[config.mk]
export PLATFORM = sky130hd
export DESIGN_NAME = uart_rx_os
export DESIGN_NICKNAME = d
export VERILOG_FILES = /design/src/rtl/uart_pkg.sv /design/src/rtl/uart_sync2.sv /design/src/rtl/uart_rx_os.sv
export SDC_FILE = /design/constraint.sdc
export NUM_CORES = 1
export LEC_CHECK = 0
export ABC_AREA = 1
export CELL_PAD_IN_SITES_DETAIL_PLACEMENT = 0
export CELL_PAD_IN_SITES_GLOBAL_PLACEMENT = 1
export CORE_UTILIZATION = 44
export DETAILED_ROUTE_END_ITERATION = 10
export GPL_TIMING_DRIVEN = 1
export PLACE_DENSITY_LB_ADDON = 0.1
export SLEW_MARGIN = 20
export SYNTH_ARGS = -nofsm -noshare
export SYNTH_HDL_FRONTEND = slang
export SYNTH_SLANG_ARGS = --single-unit
[constraint.sdc]
create_clock -name clk -period 1.8 [get_ports clk]
set_input_delay 0.36 -clock clk [delete_from_list [all_inputs] [get_ports clk]]
set_output_delay 0.36 -clock clk [all_outputs]
set_load 0.1 [all_outputs]
[src/rtl/uart_pkg.sv]
// Shared UART definitions: receiver state encoding, oversampling ratio and
// the divider helper used to derive the sample-tick period.
package uart_pkg;

  localparam int OVERSAMPLE = 16;

  typedef enum logic [2:0] {
    ST_IDLE,
    ST_START,
    ST_DATA,
    ST_PARITY,
    ST_STOP,
    ST_BRK_WAIT
  } rx_state_t;

  // Clock cycles per oversample tick (integer division, rounds down).
  function automatic int uart_sample_div(input int clk_freq, input int baud);
    return clk_freq / (baud * OVERSAMPLE);
  endfunction

endpackage

[src/rtl/uart_sync2.sv]
// Two-flop synchronizer for an asynchronous single-bit input, with a
// configurable reset value so idle-high lines come out of reset idle.
module uart_sync2 #(
  parameter logic RESET_VAL = 1'b1
) (
  input  logic clk,
  input  logic reset,
  input  logic d,
  output logic q
);

  logic meta;

  // Two-stage capture; the first stage may go metastable, the second filters it.
  always_ff @(posedge clk or negedge reset) begin
    if (!reset) begin
      // NOTE: preset to the line's idle level so leaving reset never looks like an edge.
      meta <= RESET_VAL;
      q    <= RESET_VAL;
    end else begin
      meta <= d;
      q    <= meta;
    end
  end

endmodule

[src/rtl/uart_rx_os.sv]
// 16x-oversampling UART receiver. Each bit is decided by a 2-of-3 vote over
// samples 7, 8 and 9; the stop bit is judged at sample 9 and the receiver
// returns to idle there, so the next start edge may arrive half a bit early.
module uart_rx_os
  import uart_pkg::*;
#(
  parameter int CLK_FREQ   = 50_000_000,
  parameter int BAUD       = 115200,
  parameter int DATA_BITS  = 8,
  parameter int PARITY_EN  = 0,
  parameter int PARITY_ODD = 0
) (
  input  logic       clk,
  input  logic       reset,
  input  logic       rx,
  output logic [7:0] rx_data,
  output logic       rx_valid,
  output logic       parity_err,
  output logic       frame_err,
  output logic       break_det,
  output logic       busy
);

  localparam int SAMPLE_DIV = uart_sample_div(CLK_FREQ, BAUD);
  localparam int DIV_W      = (SAMPLE_DIV > 2) ? $clog2(SAMPLE_DIV) : 1;
  localparam int BIT_W      = $clog2(DATA_BITS);

  localparam logic [DIV_W-1:0] DIV_LAST = DIV_W'(SAMPLE_DIV - 1);
  localparam logic [DIV_W-1:0] DIV_ONE  = DIV_W'(1);
  localparam logic [BIT_W-1:0] BIT_LAST = BIT_W'(DATA_BITS - 1);
  localparam logic [3:0]       S_VOTE_A = 4'd7;
  localparam logic [3:0]       S_VOTE_B = 4'd8;
  localparam logic [3:0]       S_DECIDE = 4'd9;
  localparam logic [3:0]       S_LAST   = 4'd15;
  localparam logic             ODD      = (PARITY_ODD != 0);
  localparam rx_state_t        AFTER_DATA = (PARITY_EN != 0) ? ST_PARITY : ST_STOP;

  if (SAMPLE_DIV < 2) begin : g_bad_div
    $error("uart_rx_os: CLK_FREQ/(BAUD*16) must be at least 2");
  end
  if (DATA_BITS < 5 || DATA_BITS > 8) begin : g_bad_width
    $error("uart_rx_os: DATA_BITS must be in 5..8");
  end

  rx_state_t              state;
  logic                   rxs;
  logic [DIV_W-1:0]       div;
  logic [3:0]             s;
  logic                   samp_a;
  logic                   samp_b;
  logic [DATA_BITS-1:0]   shreg;
  logic [BIT_W-1:0]       bit_idx;
  logic                   perr;
  logic                   tick;
  logic                   vote;
  logic                   decide;
  logic                   bit_end;

  uart_sync2 #(.RESET_VAL(1'b1)) u_sync (
    .clk   (clk),
    .reset (reset),
    .d     (rx),
    .q     (rxs)
  );

  assign tick    = (div == DIV_LAST);
  assign decide  = tick && (s == S_DECIDE);
  assign bit_end = tick && (s == S_LAST);
  // Majority of samples 7 and 8 (held) and sample 9 (live on the decide tick).
  assign vote    = (samp_a & samp_b) | (samp_a & rxs) | (samp_b & rxs);
  assign busy    = (state != ST_IDLE) || !rxs;

  // Receiver FSM with its divider, sample counter, shift register and output pulses.
  always_ff @(posedge clk or negedge reset) begin
    if (!reset) begin
      state      <= ST_IDLE;
      div        <= '0;
      s          <= '0;
      samp_a     <= 1'b1;
      samp_b     <= 1'b1;
      shreg      <= '0;
      bit_idx    <= '0;
      perr       <= 1'b0;
      rx_data    <= '0;
      rx_valid   <= 1'b0;
      parity_err <= 1'b0;
      frame_err  <= 1'b0;
      break_det  <= 1'b0;
    end else begin
      rx_valid   <= 1'b0;
      parity_err <= 1'b0;
      frame_err  <= 1'b0;
      break_det  <= 1'b0;

      if (state == ST_IDLE || state == ST_BRK_WAIT) begin
        div <= '0;
        s   <= '0;
      end else if (tick) begin
        div <= '0;
        s   <= s + 1'b1;
      end else begin
        div <= div + 1'b1;
      end

      if (tick && s == S_VOTE_A) samp_a <= rxs;
      if (tick && s == S_VOTE_B) samp_b <= rxs;

      // NOTE: a later nonblocking assignment to the same register in this block wins,
      // so the state arms below may override the counter updates above.
      case (state)
        ST_IDLE: begin
          if (!rxs) begin
            // The first low cycle already counts as divider step 0.
            state   <= ST_START;
            div     <= DIV_ONE;
            bit_idx <= '0;
            perr    <= 1'b0;
          end
        end
        ST_START: begin
          if (decide && vote) state <= ST_IDLE;
          else if (bit_end)   state <= ST_DATA;
        end
        ST_DATA: begin
          if (decide) begin
            shreg <= {vote, shreg[DATA_BITS-1:1]};
          end else if (bit_end) begin
            bit_idx <= bit_idx + 1'b1;
            if (bit_idx == BIT_LAST) state <= AFTER_DATA;
          end
        end
        ST_PARITY: begin
          if (decide)       perr  <= vote ^ (^shreg) ^ ODD;
          else if (bit_end) state <= ST_STOP;
        end
        ST_STOP: begin
          if (decide) begin
            if (vote) begin
              rx_data    <= 8'(shreg);
              rx_valid   <= 1'b1;
              parity_err <= perr;
              state      <= ST_IDLE;
            end else if (shreg == '0 && !rxs) begin
              break_det <= 1'b1;
              state     <= ST_BRK_WAIT;
            end else begin
              rx_data    <= 8'(shreg);
              rx_valid   <= 1'b1;
              parity_err <= perr;
              frame_err  <= 1'b1;
              state      <= ST_IDLE;
            end
          end
        end
        ST_BRK_WAIT: begin
          if (rxs) state <= ST_IDLE;
        end
        default: state <= ST_IDLE;
      endcase
    end
  end

endmodule
==> results.json, run 1 <==
{
  "status": "finished clean",
  "finalWirelength_um": 3870,
  "antenna_found_initial": 0,
  "netlist_instances": 223,
  "vias": 1544,
  "synth_cell_types": 28,
  "routedWlPerCell_um": 12.7,
  "worstSetupEndpointType": "flop",
  "synth_fa_ha_area_share_pct": 6.81,
  "max_slew_margin_pct": 75.7,
  "clockBufferDepth": 2,
  "die_y_um": 69.8,
  "min_period_ns": 1.68,
  "grt_overflow": 0,
  "synth_top_family_by_area": "simple AND/OR/NAND/NOR gates",
  "final.setup_skew_ns": 0.0123,
  "synth_seq_cells": 40,
  "synthTopCellsByArea": "dfrtp_1, nand2_1, ha_1, dfstp_2, inv_1",
  "cts.clk_slew.worst_paths_ns": 0.08,
  "core_area_mm2": 0.00438,
  "cpLargestDelayFamily": "simple AND/OR/NAND/NOR gates",
  "critPathBufInv": 2,
  "grt_max_degree": 41,
  "die-area_mm2": 0.00487,
  "synth_nets": 237,
  "comb_power_share_pct": 1.8,
  "root_buffer": "clkbuf_8",
  "start_util_pct": 46.1,
  "place_congestion": 0.809,
  "grt_pass1_wl_um": 6340,
  "max_stage_delay_ns": 0.41,
  "cp_num_cells": 8,
  "io_buffers": 15,
  "cp_cell_sequence": "inv_1 > ha_1 > nand2_2 > nor2_4 > buf_4 > nand3_2 > nand2_1 > o21ai_0",
  "finish.net_count": 265,
  "hold_viol": 0,
  "cts_tree": "yes",
  "hold_slack_ns": 0.0283,
  "dp.cells": 290,
  "htree_levels": 2,
  "pwr-share-seq_pct": 50.5,
  "dr.pass1.iters": 4,
  "die_x_um": 69.8,
  "yosysSeqAreaShare_pct": 49.8,
  "cap_violations": 0,
  "p_leak_nw": 1.24,
  "layout-drive-gt1-share_pct": 25.8,
  "intPower_mw": 1.47,
  "clockPowerShare_pct": 47.7,
  "cts_hold_buf": 0,
  "vias_per_cell": 5.08,
  "synth_area_per_cell_um2": 9.07,
  "p_per_area_mw_per_mm2": 695,
  "startpoint_type": "flop",
  "synth_xor_area_share_pct": 2.60,
  "period_share_pct": 93.6,
  "synth_mux_area_share_pct": 0,
  "yosys.area_share.simple_pct": 24.4,
  "rr_endpoint": "shreg[3]",
  "critPathSlowestCell": "dfrtp_1",
  "crit_path_start": "div[0]",
  "synth_compound_area_share_pct": 9.22,
  "grtUsageTotal_pct": 16.4,
  "cts_buffers": 5,
  "crit_type": "reg2reg",
  "worstPathRequired_ns": 1.95,
  "max-vdd-ir-drop_mv": 0.490,
  "yosysTopAreaCell": "dfrtp_1",
  "hold_class": "in2async",
  "worstMarginPinSlew_ns": 0.364,
  "place_hpwl_um": 2760,
  "final_cell_count_no_fill": 304,
  "cp_data_arrival_time_ns": 1.83,
  "fmax_ghz": 0.593,
  "crit_end": "shreg[3]",
  "drv_slew": 0,
  "switching_power_mw": 0.326,
  "tns_ns": 0,
  "fp-row-count": 24,
  "syn_to_final_growth_pct": 27.5,
  "cp_max_fo": 16,
  "setup_viol": 0,
  "drtIter0Drc": 55,
  "reg2regPathDepth": 8,
  "final_antenna_net_count": 0,
  "num_antenna_cells": 0,
  "clk_latency_ns": 0.29,
  "synth.top_cell.area_share_pct": 44.6,
  "first_global_vias": 1478,
  "syn_area_mm2": 0.00202,
  "reg2reg_from": "div[0]",
  "route.detailed.drc": 0,
  "yosys_warnings": 0,
  "top_level_ports": 16,
  "utilization_pct": 58.8,
  "rrSetupSlack_ns": 0.12,
  "sw_frac_of_total_pct": 18.2,
  "cts.sinks": 40
}
[through the flow]
step	cell area [µm²]	power, mW	worst slack (ns)
after CTS	2510	1.81	0.0604
after detailed placement	2380	0.954	0.0987
final	2580	1.79	0.115
after floorplan	2030	0.926	0.0420
after global placement	2380	0.953	0.148
after global routing	2580	1.85	-0.00146
[worst register-to-register path: stages, from the launching register on]
cell,delay [ns]
dfrtp_1,0.41
inv_1,0.07
ha_1,0.15
nand2_2,0.08
nor2_4,0.16
buf_4,0.15
nand3_2,0.25
nand2_1,0.17
o21ai_0,0.11
[cells in the mapped netlist]
cell      number
nand2_1       47
dfrtp_1       36
inv_1         27
nand3_1       20
nor2_1        18
o21ai_0       15
ha_1          11
o21ai_2        9
dfstp_2        4
a21oi_1        3
inv_2          3
nand2_2        3
xnor2_1        3
xor2_1         3
a21oi_2        2
buf_2          2
buf_6          2
nand4_1        2
nor2_4         2
nor3_1         2
nor3_4         2
and3_1         1
nand2_4        1
nand3_2        1
nand3b_1       1
nor2_2         1
nor4_1         1
or2_2          1
[how the worst min path moves through the flow]
stage	from	end	slack [ns]	depth (start not counted)
after CTS	reset	shreg[6]	0.03	2
final	reset	rx_data[6]	0.03	2
after floorplan	reset	bit_idx[0]	0.06	0
after global routing	reset	shreg[2]	0.04	2
after detailed placement	reset	rx_data[3]	0.35	2
after global placement	reset	rx_data[3]	0.34	2
[repair_timing]
item / CTS / global route
setup endpoints to repair: 0 / 13
gates resized for setup: 0 / 5
buffers inserted: 0 / 4
[flip-flops by register name, indices dropped and copies added (netlist names), 3 cells and up]
register	cells
state	3
s	4
div	5
rx_data	8
bit_idx	3
shreg	8
[power by group through the flow]
| stage | logic (mW) | registers [mW] | clock network, mW |
|---|---|---|---|
| 6_report | 0.0328 | 0.904 | 0.855 |
| 2_1_floorplan | 0.00455 | 0.921 | 0 |
| 3_5_place_dp | 0.0327 | 0.922 | 0 |
| 5_1_grt | 0.0378 | 0.905 | 0.904 |
| 4_1_cts | 0.0330 | 0.904 | 0.869 |
| 3_3_place_gp | 0.0314 | 0.922 | 0 |
[metal layers]
layer / global-route usage, % / wire (µm)
met2: 28.8 / 1970
met1: 20.1 / 1750
met3: 3.63 / 130
met4: 4.67 / 23
met5: 0 / 0
[cell families (layout without fill, tap and decap cells)]
| family | after synthesis | in the layout |
|---|---|---|
| XOR/XNOR | 6 | 6 |
| buffers and inverters | 34 | 61 |
| adder cells (fa/ha/maj) | 11 | 11 |
| AND/OR/NAND/NOR | 103 | 105 |
| flip-flops | 40 | 40 |
| AO/OA/AOI/OAI | 29 | 29 |
[placed cells by master (no fill, tap or decap), drive strengths merged, types with 2 or more instances in the layout]
cell type / n
a21oi: 5
buf: 22
nand3: 21
nand2: 53
xor2: 3
inv: 30
nor2: 21
nor3: 4
dfstp: 4
nand4: 2
xnor2: 3
ha: 11
dfrtp: 36
clkbuf: 6
o21ai: 24
bufinv: 2
[cell type report]
class | instances | area [µm²]
tap | 52 | 65.1
fill | 378 | 1810
clock inverter | 2 | 60.1
clock buffer | 6 | 72.6
multi-input combinational | 151 | 901
inverter | 30 | 113
sequential | 40 | 1010
timing repair buffer | 23 | 360
No activity file was read; power rests on OpenSTA's default activity.
==> inputs of run 2 (changes only) <==
Settings changed: SLEW_MARGIN 20 to default.
==> results of run 2 <==
The final DEF is identical to that of run 1; final timing and power are the same.
==> inputs of run 3 (changes only) <==
Settings changed: PLACE_DENSITY from default to 0.8, PLACE_DENSITY_LB_ADDON 0.1 to default.
==> results.json, run 3 (synthesis gave the netlist of run 1 again) <==
{
  "first_global_vias": 1314,
  "top_level_ports": 16,
  "cts.clk_slew.worst_paths_ns": 0.08,
  "pre_cts_slack_ns": 0.142,
  "dp.cells": 288,
  "rrSetupSlack_ns": 0.17,
  "crit_type": "reg2out",
  "cap_violations": 0,
  "setup_viol": 0,
  "die_x_um": 69.8,
  "p_per_area_mw_per_mm2": 616,
  "syn_to_final_growth_pct": 20.9,
  "die-area_mm2": 0.00487,
  "period_share_pct": 92.9,
  "final_antenna_net_count": 0,
  "finish.net_count": 258,
  "mostFrequentLayoutCell": "nand2_1",
  "cts.sinks": 40,
  "vias": 1429,
  "drtIter0Drc": 53,
  "start_util_pct": 46.1,
  "grtUsageTotal_pct": 15.6,
  "use_met3_pct": 3.49,
  "place_hpwl_um": 2480,
  "top_usage_layer": "met1",
  "drv_slew": 0,
  "cts_hold_buf": 0,
  "fp-row-count": 24,
  "max_slew_margin_pct": 67.3,
  "layout-drive-gt1-share_pct": 22.9,
  "worstPathRequired_ns": 1.44,
  "routedWlPerCell_um": 11.5,
  "antenna_found_initial": 0,
  "reg.largest.list": "rx_data: 8 flops, shreg: 8 flops, div: 5 flops",
  "htree_levels": 2,
  "p_leak_nw": 1.17,
  "cp_max_fo": 9,
  "cts_buffers": 5,
  "fmax_ghz": 0.598,
  "max_stage_delay_ns": 0.47,
  "critPathSlowestCell": "dfrtp_1",
  "grt_pass1_wl_um": 6000,
  "place_congestion": 0.813,
  "grt_max_degree": 41,
  "power_mw": 1.51,
  "route.detailed.drc": 0,
  "worstMarginPinSlew_ns": 0.490,
  "status": "finished clean",
  "hold_viol": 0,
  "cp_data_arrival_time_ns": 1.31,
  "clockBufferDepth": 2,
  "reg2regPathDepth": 11,
  "vias_per_cell": 4.81,
  "num_antenna_cells": 0,
  "cts_tree": "yes",
  "io_buffers": 15,
  "hold_class": "in2async",
  "dr.pass1.iters": 4,
  "most-common-layout-cells": "nand2_1, dfrtp_1, inv_1, nand3_1, nor2_1",
  "grt_overflow": 0,
  "root_buffer": "clkbuf_8",
  "min_period_ns": 1.67,
  "cp_cell_sequence": "inv_1 > nand3_2 > buf_12",
  "clk_latency_ns": 0.29,
  "rr_endpoint": "state[2]",
  "core_area_mm2": 0.00438,
  "reg2reg_from": "div[0]",
  "grt_use_met1_pct": 23.6,
  "die_y_um": 69.8,
  "worstSetupEndpointType": "output pin",
  "startpoint_type": "flop",
  "final.setup_skew_ns": 0.00569,
  "globalRouteMet2Util_pct": 21.0,
  "finalWorstSetupSlack_ns": 0.127,
  "max-vdd-ir-drop_mv": 0.329,
  "final_cell_count_no_fill": 297,
  "finalWirelength_um": 3430
}
run 3: cell count changes in the layout (fill, tap and decap cells not counted), sizes merged:
cell and delta:
bufinv -2, clkinv +1, nand2 -2, clkinvlp +1, buf -5
run 3: timing repair:
action,in CTS,in global routing
gates resized for setup,0,2
endpoints found under the hold margin,0,0
buffers inserted,0,1
setup endpoints to repair,0,1
run 3: power by group:
part / switching, mW / internal [mW] / leakage (nW)
Clock: 0.304 / 0.271 / 0.0412
Sequential: 0.00198 / 0.902 / 0.519
Combinational: 0.0217 / 0.00519 / 0.611
Total: 0.328 / 1.18 / 1.17
run 3: routing by layer:
metal | up-vias | wire [µm]
li1 | 750 | -
met1 | 654 | 1850
met2 | 22 | 1420
met3 | 3 | 117
met4 | 0 | 40
met5 | - | 0
run 3: through the flow:
step                hold WS (ns)  instance area, µm²  util, %  TNS [ns]
global route               0.184                2440     55.8  -0.00852
CTS                        0.132                2430     55.5         0
global placement           0.349                2350     53.6         0
detailed placement         0.351                2350     53.6         0
finish                     0.117                2440     55.8         0
floorplan                 0.0644                2030        -         0
run 3: worst max path at each step:
stage	slack, ns	from	depth (start not counted)	to
global placement	0.16	div[0]	9	rx_data[1]
detailed placement	0.14	div[0]	9	rx_data[0]
floorplan	0.04	state[2]	7	state[0]
global route	-0.009	div[0]	11	state[2]
finish	0.13	state[2]	3	busy
CTS	0.11	state[2]	3	busy
run 3: cell type report:
class	count	area, µm²
multi-input combinational	149	878
clock inverter	2	12.5
inverter	30	113
fill	390	1940
tap	52	65.1
timing repair buffer	18	298
clock buffer	6	72.6
sequential	40	1010
run 3: critical path: cells and delay by family, from the launching register on:
kind / cells / cell delay [ns]
flip-flops: 1 / 0.47
buffers and inverters: 2 / 0.40
AND/OR/NAND/NOR: 1 / 0.15
